$ cat config.mk
export PLATFORM = sky130hd
export DESIGN_NAME = ghr_checkpoint_ctrl_flat
export DESIGN_NICKNAME = d
export VERILOG_FILES = /design/src/rtl/ghr_checkpoint_ctrl_if.sv /design/src/rtl/ghr_checkpoint_ctrl.sv /design/src/flat_wrapper.sv
export SDC_FILE = /design/constraint.sdc
export NUM_CORES = 1
export LEC_CHECK = 0
export ABC_AREA = 1
export ABC_CLOCK_PERIOD_IN_PS = 11800
export BUFFER_PORTS_ARGS = -buffer_cell sky130_fd_sc_hd__buf_4
export CAP_MARGIN = 20
export CORE_MARGIN = 1
export CORE_UTILIZATION = 55
export CTS_BUF_LIST = sky130_fd_sc_hd__clkbuf_8
export CTS_CLUSTER_SIZE = 40
export DETAILED_ROUTE_END_ITERATION = 10
export PLACE_DENSITY = 0.83
export SLEW_MARGIN = 20
export SYNTH_ARGS = -nofsm -noshare
export SYNTH_HDL_FRONTEND = slang
export SYNTH_SLANG_ARGS = --single-unit
$ cat constraint.sdc
create_clock -name clk -period 11.8 [get_ports clk]
set_input_delay 0.59 -clock clk [delete_from_list [all_inputs] [get_ports clk]]
set_output_delay 0.59 -clock clk [all_outputs]
set_load 0.03 [all_outputs]
$ cat src/rtl/ghr_checkpoint_ctrl_if.sv
// ghr_checkpoint_ctrl_if
//   Bundles the predict, resolve, flush and history/redirect signals of the
//   speculative global-history controller.
//   master : the front-end/back-end side (drives predict/resolve/flush,
//            observes ready, tag, histories, count and redirect)
//   slave  : the controller itself
interface ghr_checkpoint_ctrl_if #(
  parameter int unsigned GHR_W = 12,
  parameter int unsigned DEPTH = 8,
  parameter int unsigned TAG_W = $clog2(DEPTH)
);
  logic             predict_v_i;
  logic             predict_taken_i;
  logic             predict_ready_o;
  logic [TAG_W-1:0] predict_tag_o;
  logic             resolve_v_i;
  logic [TAG_W-1:0] resolve_tag_i;
  logic             resolve_taken_i;
  logic             flush_i;
  logic [GHR_W-1:0] ghr_o;
  logic [GHR_W-1:0] committed_ghr_o;
  logic [TAG_W:0]   count_o;
  logic             redirect_v_o;
  logic             redirect_taken_o;

  modport master (
    output predict_v_i, predict_taken_i, resolve_v_i, resolve_tag_i,
           resolve_taken_i, flush_i,
    input  predict_ready_o, predict_tag_o, ghr_o, committed_ghr_o, count_o,
           redirect_v_o, redirect_taken_o
  );

  modport slave (
    input  predict_v_i, predict_taken_i, resolve_v_i, resolve_tag_i,
           resolve_taken_i, flush_i,
    output predict_ready_o, predict_tag_o, ghr_o, committed_ghr_o, count_o,
           redirect_v_o, redirect_taken_o
  );
endinterface

$ cat src/rtl/ghr_checkpoint_ctrl.sv
// ghr_checkpoint_ctrl
//   Speculative/committed global-history controller with a circular
//   checkpoint queue (one entry per in-flight predicted branch).
//   Ports:
//     clk  - clock
//     rst  - asynchronous active-high reset
//     bus  - ghr_checkpoint_ctrl_if.slave: predict handshake (v/taken/ready/
//            tag), out-of-order resolve by tag, flush, speculative and
//            committed history, in-flight count, registered redirect pulse.
//   History shift: new bit enters at the MSB, history moves right.
module ghr_checkpoint_ctrl #(
  parameter int unsigned GHR_W = 12,
  parameter int unsigned DEPTH = 8,
  parameter int unsigned TAG_W = $clog2(DEPTH)
) (
  input logic                  clk,
  input logic                  rst,
  ghr_checkpoint_ctrl_if.slave bus
);

  logic [GHR_W-1:0] spec_q, spec_d;
  logic [GHR_W-1:0] comm_q, comm_d;
  logic [TAG_W-1:0] head_q, head_d;
  logic [TAG_W-1:0] tail_q, tail_d;
  logic [TAG_W:0]   count_q, count_d;
  logic [DEPTH-1:0] valid_q, valid_d;
  logic [DEPTH-1:0] resolved_q, resolved_d;
  logic [DEPTH-1:0] pred_q, pred_d;
  logic [DEPTH-1:0] outcome_q, outcome_d;
  logic [GHR_W-1:0] ckpt_q [DEPTH];
  logic [GHR_W-1:0] ckpt_d [DEPTH];
  logic             redir_v_q, redir_v_d;
  logic             redir_t_q, redir_t_d;

  logic             ready;
  logic             push;
  logic             res_hit;
  logic             mispredict;
  logic             commit;
  logic [TAG_W-1:0] off_t;

  // Ready depends only on the registered count.
  assign ready      = (count_q != (TAG_W+1)'(DEPTH));
  assign push       = bus.predict_v_i && ready;
  assign res_hit    = bus.resolve_v_i && valid_q[bus.resolve_tag_i] &&
                      !resolved_q[bus.resolve_tag_i];
  assign mispredict = res_hit && (bus.resolve_taken_i != pred_q[bus.resolve_tag_i]);
  // resolved_q is registered, so commit always trails resolve by a cycle.
  assign commit     = valid_q[head_q] && resolved_q[head_q] && !bus.flush_i;
  // Age of the resolving branch relative to the oldest in-flight branch.
  assign off_t      = bus.resolve_tag_i - head_q;

  always_comb begin
    spec_d     = spec_q;
    comm_d     = comm_q;
    head_d     = head_q;
    tail_d     = tail_q;
    count_d    = count_q + (TAG_W+1)'(push) - (TAG_W+1)'(commit);
    valid_d    = valid_q;
    resolved_d = resolved_q;
    pred_d     = pred_q;
    outcome_d  = outcome_q;
    ckpt_d     = ckpt_q;
    redir_v_d  = 1'b0;
    redir_t_d  = redir_t_q;

    if (commit) begin
      comm_d          = {outcome_q[head_q], comm_q[GHR_W-1:1]};
      valid_d[head_q] = 1'b0;
      head_d          = head_q + 1'b1;
    end

    if (res_hit) begin
      resolved_d[bus.resolve_tag_i] = 1'b1;
      outcome_d[bus.resolve_tag_i]  = bus.resolve_taken_i;
    end

    if (push) begin
      valid_d[tail_q]    = 1'b1;
      resolved_d[tail_q] = 1'b0;
      pred_d[tail_q]     = bus.predict_taken_i;
      ckpt_d[tail_q]     = spec_q;
      spec_d             = {bus.predict_taken_i, spec_q[GHR_W-1:1]};
      tail_d             = tail_q + 1'b1;
    end

    // Everything younger than the mispredicted branch is squashed, which
    // also covers an entry pushed in this same cycle (it sits at offset
    // count_q, always beyond off_t). The head can never be squashed here.
    if (mispredict) begin
      spec_d = {bus.resolve_taken_i, ckpt_q[bus.resolve_tag_i][GHR_W-1:1]};
      for (int unsigned i = 0; i < DEPTH; i++) begin
        if (TAG_W'(TAG_W'(i) - head_q) > off_t) valid_d[i] = 1'b0;
      end
      tail_d    = bus.resolve_tag_i + 1'b1;
      count_d   = (TAG_W+1)'(off_t) + (TAG_W+1)'(1) - (TAG_W+1)'(commit);
      redir_v_d = 1'b1;
      redir_t_d = bus.resolve_taken_i;
    end

    if (bus.flush_i) begin
      valid_d   = '0;
      head_d    = '0;
      tail_d    = '0;
      count_d   = '0;
      spec_d    = comm_q;
      redir_v_d = 1'b0;
      redir_t_d = redir_t_q;
    end
  end

  always_ff @(posedge clk or posedge rst) begin
    if (rst) begin
      spec_q     <= '0;
      comm_q     <= '0;
      head_q     <= '0;
      tail_q     <= '0;
      count_q    <= '0;
      valid_q    <= '0;
      resolved_q <= '0;
      pred_q     <= '0;
      outcome_q  <= '0;
      ckpt_q     <= '{default: '0};
      redir_v_q  <= 1'b0;
      redir_t_q  <= 1'b0;
    end else begin
      spec_q     <= spec_d;
      comm_q     <= comm_d;
      head_q     <= head_d;
      tail_q     <= tail_d;
      count_q    <= count_d;
      valid_q    <= valid_d;
      resolved_q <= resolved_d;
      pred_q     <= pred_d;
      outcome_q  <= outcome_d;
      ckpt_q     <= ckpt_d;
      redir_v_q  <= redir_v_d;
      redir_t_q  <= redir_t_d;
    end
  end

  assign bus.predict_ready_o  = ready;
  assign bus.predict_tag_o    = tail_q;
  assign bus.ghr_o            = spec_q;
  assign bus.committed_ghr_o  = comm_q;
  assign bus.count_o          = count_q;
  assign bus.redirect_v_o     = redir_v_q;
  assign bus.redirect_taken_o = redir_t_q;

endmodule
$ cat src/flat_wrapper.sv
// flat-port wrapper written by rule: the top's interface ports become plain ports
module ghr_checkpoint_ctrl_flat 
#(
  parameter int unsigned GHR_W = 12,
  parameter int unsigned DEPTH = 8,
  parameter int unsigned TAG_W = $clog2(DEPTH)
)
  (clk, rst, bus_predict_v_i, bus_predict_taken_i, bus_resolve_v_i, bus_resolve_tag_i, bus_resolve_taken_i, bus_flush_i, bus_predict_ready_o, bus_predict_tag_o, bus_ghr_o, bus_committed_ghr_o, bus_count_o, bus_redirect_v_o, bus_redirect_taken_o);
  ghr_checkpoint_ctrl_if #(.GHR_W(GHR_W), .DEPTH(DEPTH), .TAG_W(TAG_W)) bus_i ();
  input logic clk;
  input logic rst;
  input wire logic [$bits(bus_i.predict_v_i)-1:0] bus_predict_v_i;
  input wire logic [$bits(bus_i.predict_taken_i)-1:0] bus_predict_taken_i;
  input wire logic [$bits(bus_i.resolve_v_i)-1:0] bus_resolve_v_i;
  input wire logic [$bits(bus_i.resolve_tag_i)-1:0] bus_resolve_tag_i;
  input wire logic [$bits(bus_i.resolve_taken_i)-1:0] bus_resolve_taken_i;
  input wire logic [$bits(bus_i.flush_i)-1:0] bus_flush_i;
  output wire logic [$bits(bus_i.predict_ready_o)-1:0] bus_predict_ready_o;
  output wire logic [$bits(bus_i.predict_tag_o)-1:0] bus_predict_tag_o;
  output wire logic [$bits(bus_i.ghr_o)-1:0] bus_ghr_o;
  output wire logic [$bits(bus_i.committed_ghr_o)-1:0] bus_committed_ghr_o;
  output wire logic [$bits(bus_i.count_o)-1:0] bus_count_o;
  output wire logic [$bits(bus_i.redirect_v_o)-1:0] bus_redirect_v_o;
  output wire logic [$bits(bus_i.redirect_taken_o)-1:0] bus_redirect_taken_o;
  assign bus_i.predict_v_i = bus_predict_v_i;
  assign bus_i.predict_taken_i = bus_predict_taken_i;
  assign bus_i.resolve_v_i = bus_resolve_v_i;
  assign bus_i.resolve_tag_i = bus_resolve_tag_i;
  assign bus_i.resolve_taken_i = bus_resolve_taken_i;
  assign bus_i.flush_i = bus_flush_i;
  assign bus_predict_ready_o = bus_i.predict_ready_o;
  assign bus_predict_tag_o = bus_i.predict_tag_o;
  assign bus_ghr_o = bus_i.ghr_o;
  assign bus_committed_ghr_o = bus_i.committed_ghr_o;
  assign bus_count_o = bus_i.count_o;
  assign bus_redirect_v_o = bus_i.redirect_v_o;
  assign bus_redirect_taken_o = bus_i.redirect_taken_o;
  ghr_checkpoint_ctrl #(.GHR_W(GHR_W), .DEPTH(DEPTH), .TAG_W(TAG_W)) u_core (.clk(clk), .rst(rst), .bus(bus_i));
endmodule
==> impl_summary.md, run 1 <==
Timing
The period utilization is 29.8%. The total negative slack is 0 ns. The headroom to the max-slew limit is 29.5%.

Setup repair after global routing left no endpoint under its margin. The peak clock frequency supported by timing is 0.285 GHz. The routed design could run at a clock period as short as 3.51 ns. Across all hold checks on the routed design, the worst slack comes to 0.278 ns. Setup violations remaining at the end of the flow were counted as 0. At the pin with the least slew margin, the transition time is 1.06 ns. Setup slack on the critical path of the routed design comes to 8.29 ns. The number of hold-slack violations in the final timing report was 0. The number of max-slew violations in the final report came to 0. Across the routed clock network, the largest skew measured is 0.0138 ns.

Placed design
The HPWL after detailed placement is 13.7 mm. The instance count after placement with tap cells included is 1,220. The worst-case setup slack after placement is 7.86 ns.

The count of buffers added on input and output ports is 43. The routability-driven placement congestion ratio is 0.912.

Floorplanning
The number of I/O pins is 44. From bottom edge to top edge, the die measures 123 um. The area of the core is 0.0140 mm^2.

The initial utilization of the core area, before any placement, comes to 56.9%. Measured along the x axis, the die boundary spans 123 um. The die covers 0.0150 mm^2.

The number of placement rows is 43.

Route
Dividing the detail-routed wire length by the instance count gives 16.9 um. The first TritonRoute pass finished after 9 iterations. The final layout contains routed wiring with a total length of 21.1 mm. The total length of routed met3 wires is 1.72 mm. Summed over all nets, wire length on met2 after detailed routing comes to 9.72 mm.

The final route contains 7,152 vias. The remaining antenna violation count is 0. The average vias per placed instance is 5.72. The highest metal layer used by the detailed router is met4.

After the first detailed-routing iteration, the DRC count stood at 822. For this block, wires on met1 add up to 8.89 mm. The remaining design rule violation count is 0.

Clocking
The total clock buffers created by CTS is 17. The level count of the clock H-tree is 4. For the worst-skew pair, the clock arrives at the later sink with an insertion delay of 0.48 ns.

The clock tree from TritonCTS is done. Clock-pin slew was measured on the worst setup and hold paths at 0.09 ns. Clock tree synthesis found a total of 156 sinks. The tree is rooted in a clkbuf_8. The post-CTS setup buffer count is 0. Once the clock tree was built, the resizer swapped 0 gates to a different size. The number of buffers on the longest clock path is 2. The number of hold buffers added after cts is 0.

Hold path
The classification of the worst-slack hold path is primary input to async pin.

Synthesis
The cell area that synthesis handed to floorplanning was 0.00800 mm^2. The most used flip-flop cell after synthesis is dfrtp_1. Summing the sequential cell areas from Yosys gives 48.8% of the chip area.

Averaged over all synthesized cells, the footprint is 7.64 um^2. The post-synthesis instance total is 1,046. Yosys mapped the design onto 30 distinct sky130hd cell types. The net count after synthesis is 1,083. The total number of yosys warnings is 0. The synthesized design spends more area on one cell type than any other, namely dfrtp_1. The share of synthesized registers carrying an async set or reset is 100%. The top cell type by area accounts for 48.8% of the synthesized area. The number of synthesized flops with an enable pin is 0. In the post-synthesis netlist, the biggest area contributors are dfrtp_1, nand2_1, o21ai_0. The register bit count reported by yosys is 156.

Critical path
The highest net fanout along the worst path is 34. The setup path with the least slack is of type primary input to register. The critical path capture point type is a register.

The data arrival at the endpoint of the critical path is 3.88 ns. The launching element type of the critical path is a primary input. The required arrival time at the worst endpoint is 12.16 ns.

Finish
Across the whole layout, storage elements account for 0.00390 mm^2. The area added between synthesis and finish is 8.89%. The fraction of final layout cells sized beyond drive strength 1 is 8.40%.

Fill cells in the final layout number 1,186. The repair_antennas step left the layout with diodes totalling 0. Once layout is complete, the cells apart from fillers number 1,251.

The area used by multi-input combinational logic is 0.00358 mm^2. The final layout contains 1,096 nets.

Power
The worst-case IR drop observed on VDD is 0.0970 mV. Summing internal, switching and leakage power gives 1.36 mW. Power spread over the standard cell area amounts to 156 mW/mm^2. The leakage power figure is 4.37 nW.

Global route
The number of antenna violations at the first check in global routing was 0. After global routing the overflow that remains totals 0. The first-pass GRT wire length is 34.3 mm. The number of global-route vias before repair is 6,651. The overall routing resource usage is 30.4%. Entering global routing, the biggest net connects 90 pins.

Outcome
The run finished with clean final reports.

Job
Max-cap violations in this run came to 0.
-- critical path: stages --
cell,delay (ns)
buf_4,0.36
inv_1,0.31
nor2_2,0.83
nand2_1,0.10
nand2_1,0.10
inv_1,0.04
nand2_1,0.07
nand3_2,0.09
nor2_4,0.34
nand2_4,0.29
nand2_1,0.13
o21ai_1,0.10
ha_1,0.24
inv_1,0.06
nand3_1,0.06
nand3_1,0.08
nand2_1,0.06
-- metal layers --
metal / track usage [%] / up-vias
li1: - / 3402
met1: 41.1 / 3353
met2: 45.8 / 327
met3: 7.25 / 70
met4: 15.5 / 0
met5: 0 / -
-- area by class of cell --
| class | count | area share [%] |
|---|---|---|
| clock inverter | 13 | 1.37 |
| tap | 180 | 2.59 |
| inverter | 75 | 3.29 |
| timing repair buffer | 46 | 3.97 |
| clock buffer | 18 | 2.85 |
| multi-input combinational | 763 | 41.1 |
| sequential | 156 | 44.8 |
-- metrics by stage --
step                utilization (%)  instance area (um^2)
detailed placement             59.4                  8340
global route                   62.0                  8710
finish                         62.0                  8710
global placement               59.4                  8340
CTS                            62.0                  8710
floorplan                         -                  8000
-- where the power goes --
part           internal, mW  switching (mW)
Combinational         0.104           0.210
Clock                 0.172           0.208
Sequential            0.609          0.0592
Total                 0.885           0.477
-- cell usage in the layout, fill, tap and decap left out --
cell type	instances
inv_2	6
clkinv_1	1
inv_1	68
o21a_1	2
nand3b_1	3
nand2_1	406
xor2_1	2
o21ai_0	141
nand2_4	1
fa_1	2
nor2_4	1
xnor2_1	3
clkinv_2	2
clkbuf_8	18
a22oi_1	1
clkinvlp_4	3
maj3_1	1
o22ai_1	8
nand4_1	12
o21ai_1	7
nand3_1	61
bufinv_16	1
dfrtp_1	156
clkinv_4	3
nor2_1	40
a21oi_4	1
ha_1	25
inv_6	4
buf_4	46
nor2_2	2
a21oi_1	42
nand3_2	2
-- Yosys cell counts (3+ instances only) --
master and number:
o21ai_1 7, nor2_1 40, inv_2 6, o22ai_1 8, nand2_1 406, xnor2_1 3
dfrtp_1 156, nand3b_1 3, buf_2 14, inv_1 68, ha_1 25, a21oi_1 42
buf_1 3, nand4_1 12, o21ai_0 141, clkbuf_1 32, nand3_1 61
-- state kept, by name (all words and copies together), names as in the netlist --
signal	flops
u_core.bus.committed_ghr_o	12
u_core.bus.count_o	4
u_core.bus.ghr_o	12
u_core.bus.predict_tag_o	3
u_core.bus.redirect_taken_o	1
u_core.bus.redirect_v_o	1
u_core.ckpt_q	88
u_core.head_q	3
u_core.outcome_q	8
u_core.pred_q	8
u_core.resolved_q	8
u_core.valid_q	8
-- path summary, 6_finish.rpt --
path,from,slack [ns],to,cells after the start
max,bus_resolve_tag_i[1],8.29,u_core.bus.predict_tag_o[2],17
min,rst,0.28,u_core.ckpt_q[34],2
max reg2reg,u_core.head_q[0],8.41,u_core.bus.count_o[2],15
min reg2reg,u_core.outcome_q[0],0.49,u_core.outcome_q[0],2
max in group asynchronous,rst,10.16,u_core.ckpt_q[85],3
min in group clk,bus_flush_i,0.46,u_core.bus.count_o[2],2
-- cells by family after synthesis --
kind of cell	after synthesis	share of synthesized area (%)
AOI/OAI and AO/OA	202	13.0
buffers and inverters	127	6.42
adders and majority gates	28	4.54
DFF	156	48.8
xor gates and xnor gates	5	0.548
and+or+nand+nor	528	26.7
(Power assumes the default switching activity.)
==> run 2: changes to the inputs <==
--- a/config.mk
+++ b/config.mk
@@ -6,7 +6,7 @@
 export NUM_CORES = 1
 export LEC_CHECK = 0
 export ABC_AREA = 1
-export ABC_CLOCK_PERIOD_IN_PS = 11800
+export ABC_CLOCK_PERIOD_IN_PS = 3000
 export BUFFER_PORTS_ARGS = -buffer_cell sky130_fd_sc_hd__buf_4
 export CAP_MARGIN = 20
 export CORE_MARGIN = 1
@@ -14,7 +14,7 @@
 export CTS_BUF_LIST = sky130_fd_sc_hd__clkbuf_8
 export CTS_CLUSTER_SIZE = 40
 export DETAILED_ROUTE_END_ITERATION = 10
-export PLACE_DENSITY = 0.83
+export PLACE_DENSITY = 0.86
 export SLEW_MARGIN = 20
 export SYNTH_ARGS = -nofsm -noshare
 export SYNTH_HDL_FRONTEND = slang
==> constraint.sdc (replaced) <==
create_clock -name clk -period 3 [get_ports clk]
set_input_delay 0.15 -clock clk [delete_from_list [all_inputs] [get_ports clk]]
set_output_delay 0.15 -clock clk [all_outputs]
set_load 0.03 [all_outputs]
==> impl_summary.md, run 2 (same netlist as run 1, synthesis figures left out) <==
Floorplanning
The number of placement rows is 43 (unchanged). The number of I/O pins came to 44 (unchanged). The area of the core is 0.0140 mm^2 (unchanged). The height of the die is 123 um (unchanged).

The area of the die is 0.0150 mm^2 (unchanged). The starting density of the core is 56.9% (unchanged). The die extent in x is 123 um (unchanged).

Critical path
The data arrival at the endpoint of the critical path is 3.08 ns (-0.80 ns). The startpoint of the worst setup timing path is u_core.head_q[0]. The worst setup path is captured at a register. The required arrival time at the worst endpoint came to 3.36 ns (-8.80 ns). STA classifies the critical path startpoint as a register. The endpoint identified for the worst register-to-register timing path is u_core.valid_q[6].

The critical path capture point is u_core.valid_q[6]. The minimum setup slack among reg-to-reg paths is 0.28 ns (-8.13 ns). In this run the critical register-to-register path is launched from u_core.head_q[0]. The number of cells traversed by the worst register-to-register path is 13 (-2). The highest net fanout along the worst path is 12 (-65%). The category of the critical setup timing path is register to register.

Clocking
The number of buffers on the longest clock path is 2 (unchanged). The level count of the clock H-tree is 4 (unchanged). The TritonCTS sink count came to 156 (unchanged). The total clock buffers created by CTS is 17 (unchanged). The clock tree from TritonCTS is done.

The library cell used as clock root buffer is clkbuf_8. The register clock-pin slew on the reported worst setup and hold paths is 0.09 ns (about the same). The clock latency on the worst-skew pair was 0.47 ns (about the same). The post-CTS setup buffer count was 0 (unchanged).

Timing
The headroom to the max-slew limit is 64.0% (+35 points). The post-route clock skew came to 0.0102 ns (-0.00359 ns). The peak clock frequency supported by timing is 0.367 GHz. The transition at the pin with the smallest max-transition slack was 0.538 ns (-0.517 ns). Dividing the final minimum period by the clock period gives 90.7%. Setup repair after global routing left no endpoint under its margin. The number of hold-slack violations in the final timing report was 0 (unchanged). The least setup slack across all paths after layout was 0.278 ns (-8.01 ns).

The total negative slack was 0 ns (unchanged). The total of endpoints with negative setup slack in the final report came to 0 (unchanged). The number of max-slew violations in the final report is 0 (unchanged). The final critical-path required period is 2.72 ns.

Route
The number of vias in the routed layout was 7,299 (+2.1%). The remaining antenna violation count is 0 (unchanged). The final routed wire length divided by cell count is 16.9 um (-0.17%). The number of DRC markers in iteration 0 was 857 (+4.3%). The remaining design rule violation count was 0 (unchanged). The number of detailed-route iterations in the first pass was 6 (-3). The average vias per placed instance came to 5.71 (-0.18%).

The final wirelength is 21.6 mm (+2.1%).

Outcome
The run finished with clean final reports.

Global route
The number of global-route vias before repair was 6,831 (+2.7%). The total congestion overflow is 0 (unchanged). The first-pass GRT wire length is 34.1 mm (-0.32%). The maximum number of pins on one net before global-route repair was 65 (-28%). The number of antenna violations at the first check in global routing is 0 (unchanged). The overall routing resource usage is 30.0% (-0.38 points).

Finish
The area used by multi-input combinational logic is 0.00358 mm^2 (unchanged). The net count reported at finish is 1,123 (+2.5%). The sequential cell area was 0.00391 mm^2 (about the same). From synthesis to final layout, the design area changed by 12.1%. The number of flip-flops under the largest register name is 88 (unchanged).

The fraction of final layout cells sized beyond drive strength 1 is 10.7% (+2.3 points). The number of antenna repair diodes is 0 (unchanged). The number of standard cells in the final layout excluding fillers was 1,279 (+2.2%). The count of filler cells inserted in the layout is 1,190 (+0.34%). The register with the most flip-flops in the final layout is u_core.ckpt_q. The library cells used most frequently in the layout, excluding fill and tap cells, are nand2_1, dfrtp_1, o21ai_0. The most common library cell in the layout ignoring fill and taps is nand2_1.

Placed design
The routability-driven placement congestion ratio was 0.980 (+7.5%). The total of buffers placed on input and output ports came to 43 (unchanged). The worst-case setup slack after placement was 0.220 ns (-7.64 ns). The instance count after placement with tap cells included came to 1,245 (+2.0%). The half-perimeter wire length after placement was 14.3 mm (+4.7%).

Hold path
The min-delay analysis places its worst path in the category primary input to register. The worst hold path startpoint is bus_predict_taken_i.

Power
The leakage power figure is 4.50 nW (+3.1%). The maximum resistive drop on vdd came to 0.408 mV (+320%). The power density over the cells is 612 mW/mm^2 (+290%).

Job
The number of max-capacitance violations reported was 0 (unchanged).
==> run 2: cell types whose count changed in the layout (fill, tap and decap cells not counted), sizes merged <==
cell         before  now
buf              46   71
clkbuf           18   19
clkinv            6    5
clkinvlp          3    4
dlygate4sd3       0    2
==> run 2: what timing repair did <==
item	4_1_cts	5_1_grt
endpoints found under the hold margin	14	0
gates resized for setup	0	1
endpoints found under the setup margin	0	5
hold buffers	2	0
==> run 2: layout make-up <==
| type | instances | area share (%) |
|---|---|---|
| Sequential cell | 156 | 43.6 |
| Multi-Input combinational cell | 763 | 39.9 |
| Timing Repair Buffer | 73 | 6.45 |
| Inverter | 75 | 3.18 |
| Clock buffer | 19 | 2.92 |
| Tap cell | 180 | 2.51 |
| Clock inverter | 13 | 1.45 |
==> run 2: how the worst min path moves through the flow <==
| stage | slack (ns) | depth (start not counted) | to |
|---|---|---|---|
| 3_3_place_gp | 0.17 | 2 | u_core.outcome_q[7] |
| 6_report | 0.06 | 5 | u_core.bus.ghr_o[11] |
| 5_1_grt | 0.07 | 5 | u_core.bus.ghr_o[11] |
| 2_1_floorplan | 0.32 | 2 | u_core.bus.redirect_taken_o |
| 3_5_place_dp | 0.17 | 2 | u_core.outcome_q[7] |
| 4_1_cts | 0.05 | 5 | u_core.bus.ghr_o[11] |
==> run 2: layer usage <==
| layer | vias up | GRT usage [%] | wire length, um |
|---|---|---|---|
| li1 | 3443 | - | - |
| met1 | 3449 | 39.2 | 9000 |
| met2 | 339 | 48.0 | 10200 |
| met3 | 68 | 5.76 | 1590 |
| met4 | 0 | 14.8 | 809 |
| met5 | - | 0 | 0 |
==> run 2: report_power, final <==
group | leakage (nW) | internal (mW) | switching, mW
logic | 2.19 | 0.438 | 0.831
registers | 2.12 | 2.40 | 0.240
clock network | 0.192 | 0.717 | 0.864
==> run 2: critical path: stages (launching register included) <==
cell and delay, ns:
dfrtp_2 0.49, ha_1 0.19, inv_1 0.07, fa_1 0.40, xor2_1 0.24, inv_1 0.08
nand2_1 0.07, nand2_1 0.15, inv_1 0.17, ha_1 0.27, o22ai_1 0.16, o21ai_0 0.09
o21ai_0 0.14, nor2_1 0.07
==> run 2: through the flow <==
stage | area, um^2 | hold WS (ns) | power [mW] | utilization (%)
final | 8960 | 0.0555 | 5.49 | 63.8
after global routing | 8960 | 0.0685 | 5.74 | 63.8
after CTS | 8960 | 0.0475 | 5.48 | 63.8
after detailed placement | 8550 | 0.173 | 3.92 | 60.9
after global placement | 8550 | 0.174 | 3.88 | 60.9
after floorplan | 8000 | 0.322 | 3.48 | -
==> run 3: changes to the inputs <==
--- a/config.mk
+++ b/config.mk
@@ -15,6 +15,7 @@
 export CTS_CLUSTER_SIZE = 40
 export DETAILED_ROUTE_END_ITERATION = 10
 export PLACE_DENSITY = 0.86
+export REMOVE_ABC_BUFFERS = 1
 export SLEW_MARGIN = 20
 export SYNTH_ARGS = -nofsm -noshare
 export SYNTH_HDL_FRONTEND = slang
==> impl_summary.md, run 3 (same netlist as run 1, synthesis figures left out) <==
Critical path
The most repeated library cell on the critical path is nand2_1. The data arrival at the endpoint of the critical path is 3.01 ns (-0.07 ns). The worst setup path is launched from a register. The startpoint of the worst-slack reg-to-reg timing path is u_core.head_q[0]. The minimum setup slack among reg-to-reg paths is 0.33 ns (+0.05 ns). The highest net fanout along the worst path is 23 (+11).

The sum of buffers and inverters on the critical path came to 3 (unchanged). The worst setup path is of the register to register kind. Grouping stages by cell kind, the critical path spends the most delay in buffers and inverters. STA classifies the critical path endpoint as a register.

The slowest library cell on the worst path is dfrtp_1. The endpoint of the lowest-slack register-to-register path is u_core.bus.count_o[2]. The required arrival time at the worst endpoint came to 3.34 ns (-0.02 ns).

The signal on the critical path passes through inv_1 -> nand3_1 -> nand3_1 -> nand2_1 -> nand2_1 -> nand2_1 -> nor2_2 -> buf_4 -> inv_1 -> ha_1 -> ha_1 -> xnor2_1 -> nand2_1 -> o21ai_0 -> nor2_1. The number of cells traversed by the worst register-to-register path is 15 (+2). The longest individual stage delay on the worst path came to 0.41 ns (-0.08 ns).

Floorplanning
The height of the die is 123 um (unchanged). The number of placement rows is 43 (unchanged). The area of the core came to 0.0140 mm^2 (unchanged). The starting density of the core came to 56.9% (unchanged).

The area of the die is 0.0150 mm^2 (unchanged). The number of I/O pins is 44 (unchanged). The die extent in x is 123 um (unchanged).

Power
The maximum resistive drop on vdd is 0.388 mV (-4.9%). The power density over the cells is 601 mW/mm^2 (-1.8%). The total power consumption of the routed design is 5.36 mW (-2.3%). The leakage power figure came to 4.50 nW (about the same).

Route
The remaining antenna violation count is 0 (unchanged). The final routed wire length divided by cell count is 17.3 um (+2.8%). The final wirelength was 22.1 mm (+2.5%). The number of DRC markers in iteration 0 is 902 (+5.3%). The remaining design rule violation count is 0 (unchanged). The number of vias in the routed layout is 7,506 (+2.8%). The number of detailed-route iterations in the first pass is 5 (-1). The average vias per placed instance is 5.88 (+3.1%).

Timing
The total of endpoints with negative setup slack in the final report is 0 (unchanged). The transition at the pin with the smallest max-transition slack is 0.741 ns (+0.202 ns). The least setup slack across all paths after layout is 0.332 ns (+0.0546 ns).

The headroom to the max-slew limit is 50.5% (-14 points). The number of max-slew violations in the final report is 0 (unchanged). The period utilization is 88.9% (-1.8 points). The post-route clock skew is 0.00894 ns (-0.00128 ns). Setup repair after global routing left no endpoint under its margin.

The final critical-path required period is 2.67 ns (-0.0546 ns). The number of hold-slack violations in the final timing report is 0 (unchanged). The peak clock frequency supported by timing came to 0.375 GHz (+2.0%). The total negative slack is 0 ns (unchanged).

Clocking
The number of buffers on the longest clock path is 2 (unchanged). The total clock buffers created by CTS is 17 (unchanged). The library cell used as clock root buffer is clkbuf_8.

The clock tree from TritonCTS is done. The clock latency on the worst-skew pair was 0.46 ns (about the same). The number of gates resized after CTS is 0 (unchanged).

The register clock-pin slew on the reported worst setup and hold paths is 0.08 ns (about the same). The level count of the clock H-tree came to 4 (unchanged). The TritonCTS sink count is 156 (unchanged).

Finish
The area growth from synthesis to layout is 11.5%. The share of the core filled with cells in the final layout was 63.5% (-0.32 points). Ranked by flip-flop count, first place goes to u_core.ckpt_q. The sequential cell area was 0.00390 mm^2 (about the same).

The fraction of final layout cells sized beyond drive strength 1 was 10.5% (-0.24 points). The library cells used most frequently in the layout, excluding fill and tap cells, are nand2_1, dfrtp_1, o21ai_0. The most common library cell in the layout ignoring fill and taps is nand2_1. The area used by multi-input combinational logic came to 0.00358 mm^2 (about the same). The number of flip-flops under the largest register name is 88 (unchanged).

The summed area of non-filler cells in the final layout was 0.00892 mm^2 (-0.50%). The number of antenna repair diodes is 0 (unchanged). The net count reported at finish is 1,122 (-0.089%). The count of filler cells inserted in the layout came to 1,196 (+0.50%).

Global route
The number of antenna violations at the first check in global routing is 0 (unchanged). The maximum number of pins on one net before global-route repair is 76 (+17%). The number of global-route vias before repair is 6,824 (-0.10%).

The total congestion overflow came to 0 (unchanged). The first-pass GRT wire length is 35.7 mm (+4.5%). The overall routing resource usage came to 31.6% (+1.6 points).

Placed design
The total of buffers placed on input and output ports is 43 (unchanged). The routability-driven placement congestion ratio is 0.959 (-2.2%). The worst-case setup slack after placement is 0.405 ns (+0.185 ns). The cell area after placement is 0.00855 mm^2 (about the same). The half-perimeter wire length after placement came to 14.3 mm (-0.29%).

Hold path
The tightest min-delay check is of the primary input to register type. The worst hold path startpoint is bus_resolve_taken_i. For hold timing, the worst endpoint is u_core.bus.redirect_taken_o. The worst hold path cell count was 3 (-2).

Job
The number of max-capacitance violations reported is 0 (unchanged).

Outcome
The flow ran to the end, and the final reports show no timing, DRC or antenna violations.
-- run 3: what timing repair did --
item                      4_1_cts  5_1_grt
hold buffers                    1        0
hold endpoints to repair       72        0
setup buffers                   0        0
-- run 3: power breakdown --
group / internal, mW / total [mW] / switching [mW] / leakage (nW)
sequential: 2.40 / 2.63 / 0.228 / 2.12
combinational: 0.437 / 1.29 / 0.854 / 2.19
clock: 0.654 / 1.44 / 0.788 / 0.186
total: 3.49 / 5.36 / 1.87 / 4.50
-- run 3: area by class of cell --
type	instances	area share, %
flip-flops and latches	156	43.8
inverters	75	3.21
multi-input cells	763	40.2
repair buffers	72	6.37
clock buffers	21	3.24
well taps	180	2.53
clock inverters	9	0.730
-- run 3: metrics by stage --
step | cells | hold WS (ns)
finish | 1276 | 0.0414
global route | 1276 | 0.0249
CTS | 1276 | 0.00593
detailed placement | 1245 | 0.323
global placement | 1245 | 0.325
floorplan | 994 | 0.216
-- run 3: how the worst max path moves through the flow --
stage                           startpoint  slack [ns]  depth (start not counted)                             to
after floorplan                        rst       -1.36                          1  u_core.bus.committed_ghr_o[0]
after global placement    u_core.head_q[0]        0.49                         15          u_core.bus.count_o[2]
after detailed placement  u_core.head_q[0]        0.40                         15          u_core.bus.count_o[2]
after CTS                 u_core.head_q[0]        0.39                         15          u_core.bus.count_o[2]
after global routing      u_core.head_q[0]        0.13                         15          u_core.bus.count_o[2]
final                     u_core.head_q[0]        0.33                         15          u_core.bus.count_o[2]
-- run 3: per-layer routing --
metal / track usage (%) / vias up / part of all wire (%)
li1: - / 3446 / -
met1: 43.7 / 3532 / 41
met2: 48.4 / 472 / 45
met3: 8.13 / 56 / 12
met4: 11.2 / 0 / 2.7
met5: 0 / - / 0
-- run 3: tightest hold or removal path: stages --
cell and delay, ns:
buf_4 0.12, nand4_1 0.12, nand2_1 0.06
